File: src/rtl/score_digit_sequencer.sv
// -----------------------------------------------------------------------------
// score_digit_sequencer
//
// Purpose:
//   Upstream feeder for the digit sprite renderer. A binary game counter is
//   accepted over a valid/ready handshake and saturated to the largest value
//   that fits in NUM_DIGITS decimal digits. A double-dabble FSM then converts
//   it to BCD at one shift per cycle. The result is committed to the displayed
//   register only during vertical blank (DrawY >= 480), so no frame ever shows
//   a half-updated value. For every pixel the block emits, one cycle later,
//   the BCD digit under the pixel and the pixel's offset inside that glyph.
//
// Configuration macro:
//   LEADING_ZERO_BLANK_EN - when defined, leading zero digits (never the least
//                           significant one) drive digit_active = 0. The digit
//                           and glyph coordinates are still driven.
//
// Ports:
//   vga_clk      in   1        pixel clock (only clock)
//   reset_n      in   1        synchronous active-low reset
//   value_in     in   VALUE_W  binary value to display
//   value_valid  in   1        value_in is valid
//   value_ready  out  1        block accepts a value this cycle (state IDLE)
//   busy         out  1        conversion or pending commit in progress
//   DrawX        in   10       current pixel X
//   DrawY        in   10       current pixel Y
//   digit_out    out  4        BCD digit for the pixel (registered)
//   glyph_x      out  6        X offset inside the glyph (registered)
//   glyph_y      out  6        Y offset inside the glyph (registered)
//   digit_active out  1        pixel lies inside a drawn glyph (registered)
// -----------------------------------------------------------------------------
module score_digit_sequencer #(
    parameter int         NUM_DIGITS = 4,
    parameter int         VALUE_W    = 14,
    parameter logic [9:0] ORIGIN_X   = 10'd560,
    parameter logic [9:0] ORIGIN_Y   = 10'd8,
    parameter int         GLYPH_W    = 45,
    parameter int         GLYPH_H    = 60
) (
    input  logic               vga_clk,
    input  logic               reset_n,
    input  logic [VALUE_W-1:0] value_in,
    input  logic               value_valid,
    output logic               value_ready,
    output logic               busy,
    input  logic [9:0]         DrawX,
    input  logic [9:0]         DrawY,
    output logic [3:0]         digit_out,
    output logic [5:0]         glyph_x,
    output logic [5:0]         glyph_y,
    output logic               digit_active
);

    function automatic int pow10(input int n);
        int r;
        r = 1;
        for (int k = 0; k < n; k++) begin
            r = r * 10;
        end
        return r;
    endfunction

    localparam int          BCD_W     = 4 * NUM_DIGITS;
    localparam int          WORK_W    = BCD_W + VALUE_W;
    localparam int          CNT_W     = $clog2(VALUE_W + 1);
    localparam int          IDX_W     = (NUM_DIGITS > 1) ? $clog2(NUM_DIGITS) : 1;
    localparam logic [31:0] MAX_VAL   = 32'(pow10(NUM_DIGITS) - 1);
    localparam logic [CNT_W-1:0] LAST_STEP = CNT_W'(VALUE_W - 1);
    localparam logic [10:0] X_BEGIN   = {1'b0, ORIGIN_X};
    localparam logic [10:0] Y_BEGIN   = {1'b0, ORIGIN_Y};
    localparam logic [10:0] X_END     = 11'(int'(ORIGIN_X) + NUM_DIGITS * GLYPH_W);
    localparam logic [10:0] Y_END     = 11'(int'(ORIGIN_Y) + GLYPH_H);
    localparam logic [9:0]  VBLANK_Y  = 10'd480;

    // One double-dabble step: correct every BCD nibble >= 5 by +3, then
    // shift the whole {bcd, bin} register left by one.
    function automatic logic [WORK_W-1:0] dd_step(input logic [WORK_W-1:0] w);
        logic [WORK_W-1:0] t;
        t = w;
        for (int d = 0; d < NUM_DIGITS; d++) begin
            if (t[VALUE_W + 4*d +: 4] >= 4'd5) begin
                t[VALUE_W + 4*d +: 4] = t[VALUE_W + 4*d +: 4] + 4'd3;
            end else begin
                t[VALUE_W + 4*d +: 4] = t[VALUE_W + 4*d +: 4];
            end
        end
        return {t[WORK_W-2:0], 1'b0};
    endfunction

    typedef enum logic [1:0] {
        S_IDLE    = 2'd0,
        S_CONVERT = 2'd1,
        S_PEND    = 2'd2
    } state_e;

    state_e              state_q;
    logic [WORK_W-1:0]   work_q;
    logic [CNT_W-1:0]    step_q;
    logic [BCD_W-1:0]    disp_bcd_q;
    logic [VALUE_W-1:0]  value_sat_s;

    // Clamp the incoming value to the largest NUM_DIGITS-digit decimal.
    always_comb begin
        if (32'(value_in) > MAX_VAL) begin
            value_sat_s = VALUE_W'(MAX_VAL);
        end else begin
            value_sat_s = value_in;
        end
    end

    // Conversion FSM: accept, VALUE_W dabble steps, then commit in vblank.
    always_ff @(posedge vga_clk) begin
        if (!reset_n) begin
            state_q    <= S_IDLE;
            work_q     <= '0;
            step_q     <= '0;
            disp_bcd_q <= '0;
        end else begin
            case (state_q)
                S_IDLE: begin
                    if (value_valid) begin
                        work_q  <= {{BCD_W{1'b0}}, value_sat_s};
                        step_q  <= '0;
                        state_q <= S_CONVERT;
                    end
                end
                S_CONVERT: begin
                    work_q <= dd_step(work_q);
                    if (step_q == LAST_STEP) begin
                        step_q  <= '0;
                        state_q <= S_PEND;
                    end else begin
                        step_q  <= step_q + CNT_W'(1);
                    end
                end
                S_PEND: begin
                    // Only the first vblank cycle reaches here with PEND, so
                    // the copy happens exactly once per conversion.
                    if (DrawY >= VBLANK_Y) begin
                        disp_bcd_q <= work_q[WORK_W-1 -: BCD_W];
                        state_q    <= S_IDLE;
                    end
                end
                default: begin
                    state_q <= S_IDLE;
                end
            endcase
        end
    end

    assign value_ready = (state_q == S_IDLE);
    assign busy        = (state_q != S_IDLE);

    // ---------------------------------------------------------------------
    // Pixel path
    // ---------------------------------------------------------------------
    logic [9:0]       rel_x_s;
    logic             in_x_s;
    logic             in_y_s;
    logic [IDX_W-1:0] digit_idx_s;
    logic [5:0]       gx_s;
    logic [5:0]       gy_s;
    logic [3:0]       nibble_s;
`ifdef LEADING_ZERO_BLANK_EN
    logic             lz_chain_s;
    logic             blank_s;
`endif

    logic [3:0] digit_d, digit_q;
    logic [5:0] gx_d, gx_q;
    logic [5:0] gy_d, gy_q;
    logic       act_d, act_q;

    // Locate the glyph under the pixel with constant comparators at k*GLYPH_W
    // (no divider) and pick its nibble from the displayed register only.
    always_comb begin
        rel_x_s     = DrawX - ORIGIN_X;
        in_x_s      = ({1'b0, DrawX} >= X_BEGIN) && ({1'b0, DrawX} < X_END);
        in_y_s      = ({1'b0, DrawY} >= Y_BEGIN) && ({1'b0, DrawY} < Y_END);
        gy_s        = 6'(DrawY - ORIGIN_Y);
        digit_idx_s = '0;
        gx_s        = 6'(rel_x_s);
        for (int k = 1; k < NUM_DIGITS; k++) begin
            digit_idx_s = (rel_x_s >= 10'(k * GLYPH_W)) ? IDX_W'(k) : digit_idx_s;
            gx_s        = (rel_x_s >= 10'(k * GLYPH_W)) ? 6'(rel_x_s - 10'(k * GLYPH_W)) : gx_s;
        end
        nibble_s = '0;
        for (int d = 0; d < NUM_DIGITS; d++) begin
            nibble_s = (digit_idx_s == IDX_W'(d)) ? disp_bcd_q[(NUM_DIGITS-1-d)*4 +: 4] : nibble_s;
        end
`ifdef LEADING_ZERO_BLANK_EN
        // A digit is a leading zero when it and every more significant digit
        // are zero; the least significant digit is always drawn.
        lz_chain_s = 1'b1;
        blank_s    = 1'b0;
        for (int d = 0; d < NUM_DIGITS - 1; d++) begin
            lz_chain_s = lz_chain_s && (disp_bcd_q[(NUM_DIGITS-1-d)*4 +: 4] == 4'd0);
            blank_s    = (digit_idx_s == IDX_W'(d)) ? lz_chain_s : blank_s;
        end
`endif
    end

    // Next-state of the registered pixel outputs; all zero outside the glyphs.
    always_comb begin
        if (in_x_s && in_y_s) begin
            digit_d = nibble_s;
            gx_d    = gx_s;
            gy_d    = gy_s;
`ifdef LEADING_ZERO_BLANK_EN
            act_d   = !blank_s;
`else
            act_d   = 1'b1;
`endif
        end else begin
            digit_d = 4'd0;
            gx_d    = 6'd0;
            gy_d    = 6'd0;
            act_d   = 1'b0;
        end
    end

    // One-cycle pixel pipeline register feeding the renderer's ROM read.
    always_ff @(posedge vga_clk) begin
        if (!reset_n) begin
            digit_q <= 4'd0;
            gx_q    <= 6'd0;
            gy_q    <= 6'd0;
            act_q   <= 1'b0;
        end else begin
            digit_q <= digit_d;
            gx_q    <= gx_d;
            gy_q    <= gy_d;
            act_q   <= act_d;
        end
    end

    assign digit_out    = digit_q;
    assign glyph_x      = gx_q;
    assign glyph_y      = gy_q;
    assign digit_active = act_q;

endmodule

File: config.mk
export PLATFORM = sky130hd
export DESIGN_NAME = score_digit_sequencer
export DESIGN_NICKNAME = d
export VERILOG_FILES = /design/src/rtl/score_digit_sequencer.sv
export SDC_FILE = /design/constraint.sdc
export NUM_CORES = 1
export LEC_CHECK = 0
export CAP_MARGIN = 10
export CORE_AREA = 2 2 108 110
export DETAILED_ROUTE_END_ITERATION = 16
export DIE_AREA = 0 0 110 112
export PLACE_DENSITY_LB_ADDON = 0.15
export RECOVER_POWER = 25
export REMOVE_ABC_BUFFERS = 1
export SLEW_MARGIN = 20
export SYNTH_ARGS = -nofsm -noshare
export SYNTH_HDL_FRONTEND = slang
export SYNTH_SLANG_ARGS = --single-unit
export TNS_END_PERCENT = 50
File: constraint.sdc
create_clock -name vga_clk -period 2.4 [get_ports vga_clk]
set_clock_uncertainty 0.1 [all_clocks]
set_input_delay 0.48 -clock vga_clk [delete_from_list [all_inputs] [get_ports vga_clk]]
set_output_delay 0.48 -clock vga_clk [all_outputs]
set_load 0.03 [all_outputs]
* Yosys cells after proc, flatten, opt, wreduce, memory -nomap -nowiden
Cells that the tools add are included.
** Storage, ports and cells
- Register bits :: 69
- Bits in latches :: 0
- RAM bits :: 0
- ROM bits :: 0
- Output and inout port bits :: 19
- Logic and storage cells :: 76
- Memories kept :: 0
** Operators by class
- $add $sub $neg :: 10
- Multiply operators :: 0
- Div/mod/pow operators :: 0
- Magnitude comparators :: 13
- Eq/ne operators :: 9
- Shifts and indexed selects :: 0
- Mux-type cells :: 25
- Bitwise logic cells :: 0
- Reduce and logical (&&, ||, !) cells :: 11
** Operator list (count)
- one-hot mux 30 bit (2 select lines) :: 1
- two-way mux 4 bit :: 9
- two-way mux 30 bit :: 1
- two-way mux 6 bit :: 3
- >= comparator 4 x 3 -> 1 bit, second input constant :: 4
- > comparator 14 bit, second input constant :: 1
- two-way mux 14 bit :: 1
- adder 4 x 2 -> 4 bit, second input constant :: 3
- >= comparator 10 bit, second input constant :: 1
- >= comparator 10 x 4 -> 1 bit, second input constant :: 1
- >= comparator 10 x 6 -> 1 bit, second input constant :: 1
- >= comparator 10 x 7 -> 1 bit, second input constant :: 1
- >= comparator 10 x 8 -> 1 bit, second input constant :: 1
- >= comparator 10 x 9 -> 1 bit, second input constant :: 1
- less-than comparator 10 bit, second input constant :: 1
- less-than comparator 10 x 7 -> 1 bit, second input constant :: 1
- two-way mux 2 bit :: 5
- subtractor 10 bit, second input constant :: 1
- one-hot mux 4 bit (2 select lines) :: 1
- equality test 2 bit, second input constant :: 3
- != test 2 bit, second input constant :: 3
- one-hot mux 2 bit (3 select lines) :: 1
- AND reduction 2 bit :: 3
- subtractor 6 x 3 -> 6 bit, second input constant :: 1
- 13 further kinds :: 19

* Longest topological paths before layout
- Depth after elaboration :: 10
- Depth in mapped cells :: 9
- Depth with buffers taken out :: 8

* Least setup slack after synthesis
OpenSTA, ideal clock, no wires.
- Path kind :: input-to-reg
- Start :: input port DrawX[4]
- End :: register gx_q[3] (netlist: glyph_x[3])
- Library setup time :: 0.070 ns
- Arrival :: 2.089 ns
- Slack :: 0.140 ns
- Stages on the path :: 8
- Path through :: ha_1 buf_2 nand2b_1 a221o_2 o2bb2ai_2 and3_4 or3_1 a21oi_1
** On the way
- Cells in the longest elaborated chain, start to end :: 5
** RTL lines
- from (decl) :: RTL line 46 : input logic [9:0] DrawX,
- subtractor 10 bit :: RTL line 177 : rel_x_s = DrawX - ORIGIN_X;
- >= comparator 10 x 6 -> 1 bit :: RTL line 185 : gx_s = (rel_x_s >= 10'(k * GLYPH_W)) ? 6'(rel_x_s - 10'(k * GLYPH_W)) : gx_s;
- two-way mux 6 bit (3 in series) :: RTL line 185
- to (signal assigned) :: RTL line 231 : gx_q <= gx_d;
- to (decl) :: RTL line 170 : logic [5:0] gx_d, gx_q;
Several ways; a longest one is shown, not always the timed one.
A chain may end at the register's enable or synchronous reset.

* Worst setup path after layout
- Start :: input port DrawX[2]
- End :: register gx_q[2] (netlist: glyph_x[2])
** On the way
- Cells in the longest elaborated chain, start to end :: 5
** RTL lines (RTL line)
- subtractor 10 bit :: 177
- >= comparator 10 x 6 -> 1 bit / subtractor 6 bit (equally long branches) :: 185
- two-way mux 6 bit (3 in series) :: 185
Several ways; a longest one is shown, not always the timed one.

==> flow_metrics.py <==
metrics = {
    "outcome": {
        "status": "completed",
    },
    "floorplan": {
        "num_rows": 39,
        "ios": 56,
        "die_area_um2": 12300,
        "fp.dieH_um": 112,
        "start_util": 0.344,
        "core_um2": 11200,
        "die_w_um": 110,
    },
    "clocking": {
        "clock_sink_count": 69,
        "htree_levels": 3,
        "path_clk_slew_ns": 0.06,
        "cts_tree": "done",
        "cts-root-buf": "clkbuf_16",
        "worstSkewPairLatency_ns": 0.33,
        "clockBufferDepth": 2,
        "cts_buffers": 9,
    },
    "worst_setup_path": {
        "start_kind": "input port",
        "worst_path_most_repeated_cell": "buf_4",
        "arrival_ns": 2.46,
        "startpoint": "DrawX[2]",
        "critPathCaptureType": "flip-flop",
        "cp.depth": 8,
        "critical_path_required_ns": 2.52,
        "path_class": "input port to flip-flop",
        "r2r_start": "work_q[23]",
        "slowest_delay_ns": 0.42,
        "rr_worst_depth": 7,
        "crit_buf_inv": 3,
        "path_max_fanout": 9,
        "crit_slowest_cell": "clkdlybuf4s50_1",
        "crit_chain": "clkdlybuf4s50_1, buf_4, o211a_1, o31ai_2, nand2_1, buf_4, a221oi_1, nor2_1",
        "crit_family": "compound AO/OA/AOI/OAI gates",
    },
    "placed_design": {
        "place_area_um2": 4960,
        "gp_congestion": 0.879,
        "hpwl_mm": 7.23,
        "dpl.cell_count": 669,
        "port_buffers": 55,
    },
    "final_layout": {
        "drive_above_1_share": 0.188,
        "n_antenna_cell": 0,
        "area_growth_pct": 40.5,
        "stdcell_area_um2": 5410,
        "num-nets-final": 600,
        "layout_commonest_cell": "dfxtp_1",
        "finalNonFillerCells": 686,
        "layout_common_cells": "69 x dfxtp_1, 55 x buf_4, 48 x clkdlybuf4s50_1, 41 x nor2b_1, 29 x nand2_1",
        "fin_util": 0.484,
    },
    "grt": {
        "grt_pass1_wl_mm": 16.4,
        "grtUsageTotal": 0.170,
        "grt_pass1_vias": 3466,
        "antenna_found_initial": 0,
        "grt_max_degree": 53,
        "overflow": 0,
    },
    "power_and_ir_drop": {
        "netSwitchingPower_w": 0.000758,
        "clockPowerShare": 0.481,
        "ir_worst_vdd_mv": 0.297,
        "power_w": 0.00321,
        "p_int_w": 0.00246,
        "switching_share": 0.236,
        "combPwrFrac": 0.152,
        "power_density_nw_per_um2": 594,
        "p_leak_nw": 2.03,
        "p_seq_frac": 0.368,
    },
    "logic_synthesis": {
        "synth-edff-count": 0,
        "syn-mean-instance-area_um2": 8.89,
        "ys.flop_type": "dfxtp_1",
        "async_flop_share": 0,
        "yosys_warnings": 0,
        "synth_area_leader_cell": "dfxtp_1",
        "syn_area_um2": 3850,
        "synth.distinct_cells": 63,
        "ys_ff_latch": 69,
        "synth_seq_area_share": 0.359,
        "synthCells": 433,
        "synth_top_area_share": 0.359,
        "synthTopCellsByArea": "dfxtp_1 36%, ha_1 8.1%, nor2b_1 6.7%",
    },
    "detailed_routing": {
        "vias": 3465,
        "detail_route.vias_per_cell": 5.05,
        "drt_iter0_drc": 222,
        "wl_per_cell_um": 14.2,
        "drc": 0,
        "ant_nets": 0,
        "finalWirelength_mm": 9.77,
        "first_pass_iters": 5,
    },
    "timing": {
        "hold_slack_ns": 0.362,
        "timing.final.crit_share": 0.975,
        "drv_slew": 0,
        "relSlewSlack": 0.455,
        "max_freq_mhz": 427,
        "tightestPinTransition_ns": 0.817,
        "hold_violations": 0,
        "rsz0062_at_grt": "true",
        "setup_viol": 0,
        "min_period_ns": 2.34,
    },
    "flow_run": {
        "max_cap_viol_count": 0,
    },
    "worst_hold_path": {
        "worstHoldPathType": "flip-flop to flip-flop",
        "whs_path_depth": 2,
        "holdCritStartpoint": "disp_bcd_q[3]",
    },
}
[metrics by stage]
| step | setup WS (ns) | TNS, ns |
|---|---|---|
| final | 0.0608 | 0 |
| after global routing | -0.0467 | -0.117 |
| after floorplan | -0.532 | -8.51 |
| after global placement | -0.439 | -5.06 |
| after CTS | 0.0468 | 0 |
| after detailed placement | -0.549 | -5.93 |
[worst paths after layout]
kind | slack, ns | to
worst min register to register | 0.36 | digit_out[3]
worst min-delay path | 0.36 | digit_out[3]
worst max register to register | 0.72 | work_q[24]
worst max-delay path | 0.06 | glyph_x[2]
[final cells by class]
class / instances / area, µm²
multi-input combinational: 321 / 2380
sequential: 69 / 1380
timing repair buffer: 116 / 1030
inverter: 21 / 78.8
fill: 1096 / 5770
clock inverter: 6 / 110
tap: 143 / 179
clock buffer: 10 / 239
[power groups by stage]
stage                     logic [W]  registers [W]  clock network [W]
after floorplan            0.000211        0.00120                  0
after detailed placement   0.000460        0.00121                  0
after CTS                  0.000477        0.00118            0.00158
after global routing       0.000534        0.00118            0.00164
final                      0.000488        0.00118            0.00154
after global placement     0.000455        0.00121                  0
[layer usage]
layer  routed length (µm)  vias up  track usage
met3                  388       16       0.0392
met4                  195        0       0.0700
met1                 4450     1618        0.212
li1                     -     1760            -
met2                 4730       71        0.280
met5                    0        -            0
[worst min-delay path: stages, from the launching register on]
cell     delay [ns]
dfxtp_1        0.31
nand2_1        0.05
a31oi_1        0.06
[synthesized netlist by cell type (10+ instances only)]
| master | instances |
|---|---|
| nand3_1 | 13 |
| a21boi_0 | 10 |
| dfxtp_1 | 69 |
| nand2_1 | 29 |
| mux2i_1 | 17 |
| nor2b_1 | 41 |
| nor2_1 | 21 |
| nand2b_1 | 15 |
| ha_1 | 25 |
| inv_1 | 21 |
| a21oi_1 | 19 |
| clkbuf_1 | 13 |
| o21ai_0 | 16 |
[cells by family (layout without fill, tap and decap cells)]
group / after synthesis / in the layout / share of synthesized area
buffers and inverters: 43 / 153 / 0.0468
AO/OA/AOI/OAI: 112 / 112 / 0.219
XOR/XNOR: 12 / 12 / 0.0273
AND/OR/NAND/NOR: 154 / 154 / 0.219
flip-flops: 69 / 69 / 0.359
adder cells (fa/ha/maj): 25 / 25 / 0.0813
multiplexers: 18 / 18 / 0.0472
[what timing repair did]
item	4_1_cts	5_1_grt
setup endpoints to repair	10	7
resized for setup	18	6
setup buffers	1	1
pin swaps	6	3
hold buffers	0	0
hold endpoints to repair	0	0
[sequential cells by signal (all words and copies together), names as in the netlist]
name / count
digit_active: 1
glyph_x: 6
state_q: 2
step_q: 4
work_q: 30
digit_out: 4
glyph_y: 6
disp_bcd_q: 16
(Power assumes the default switching activity.)
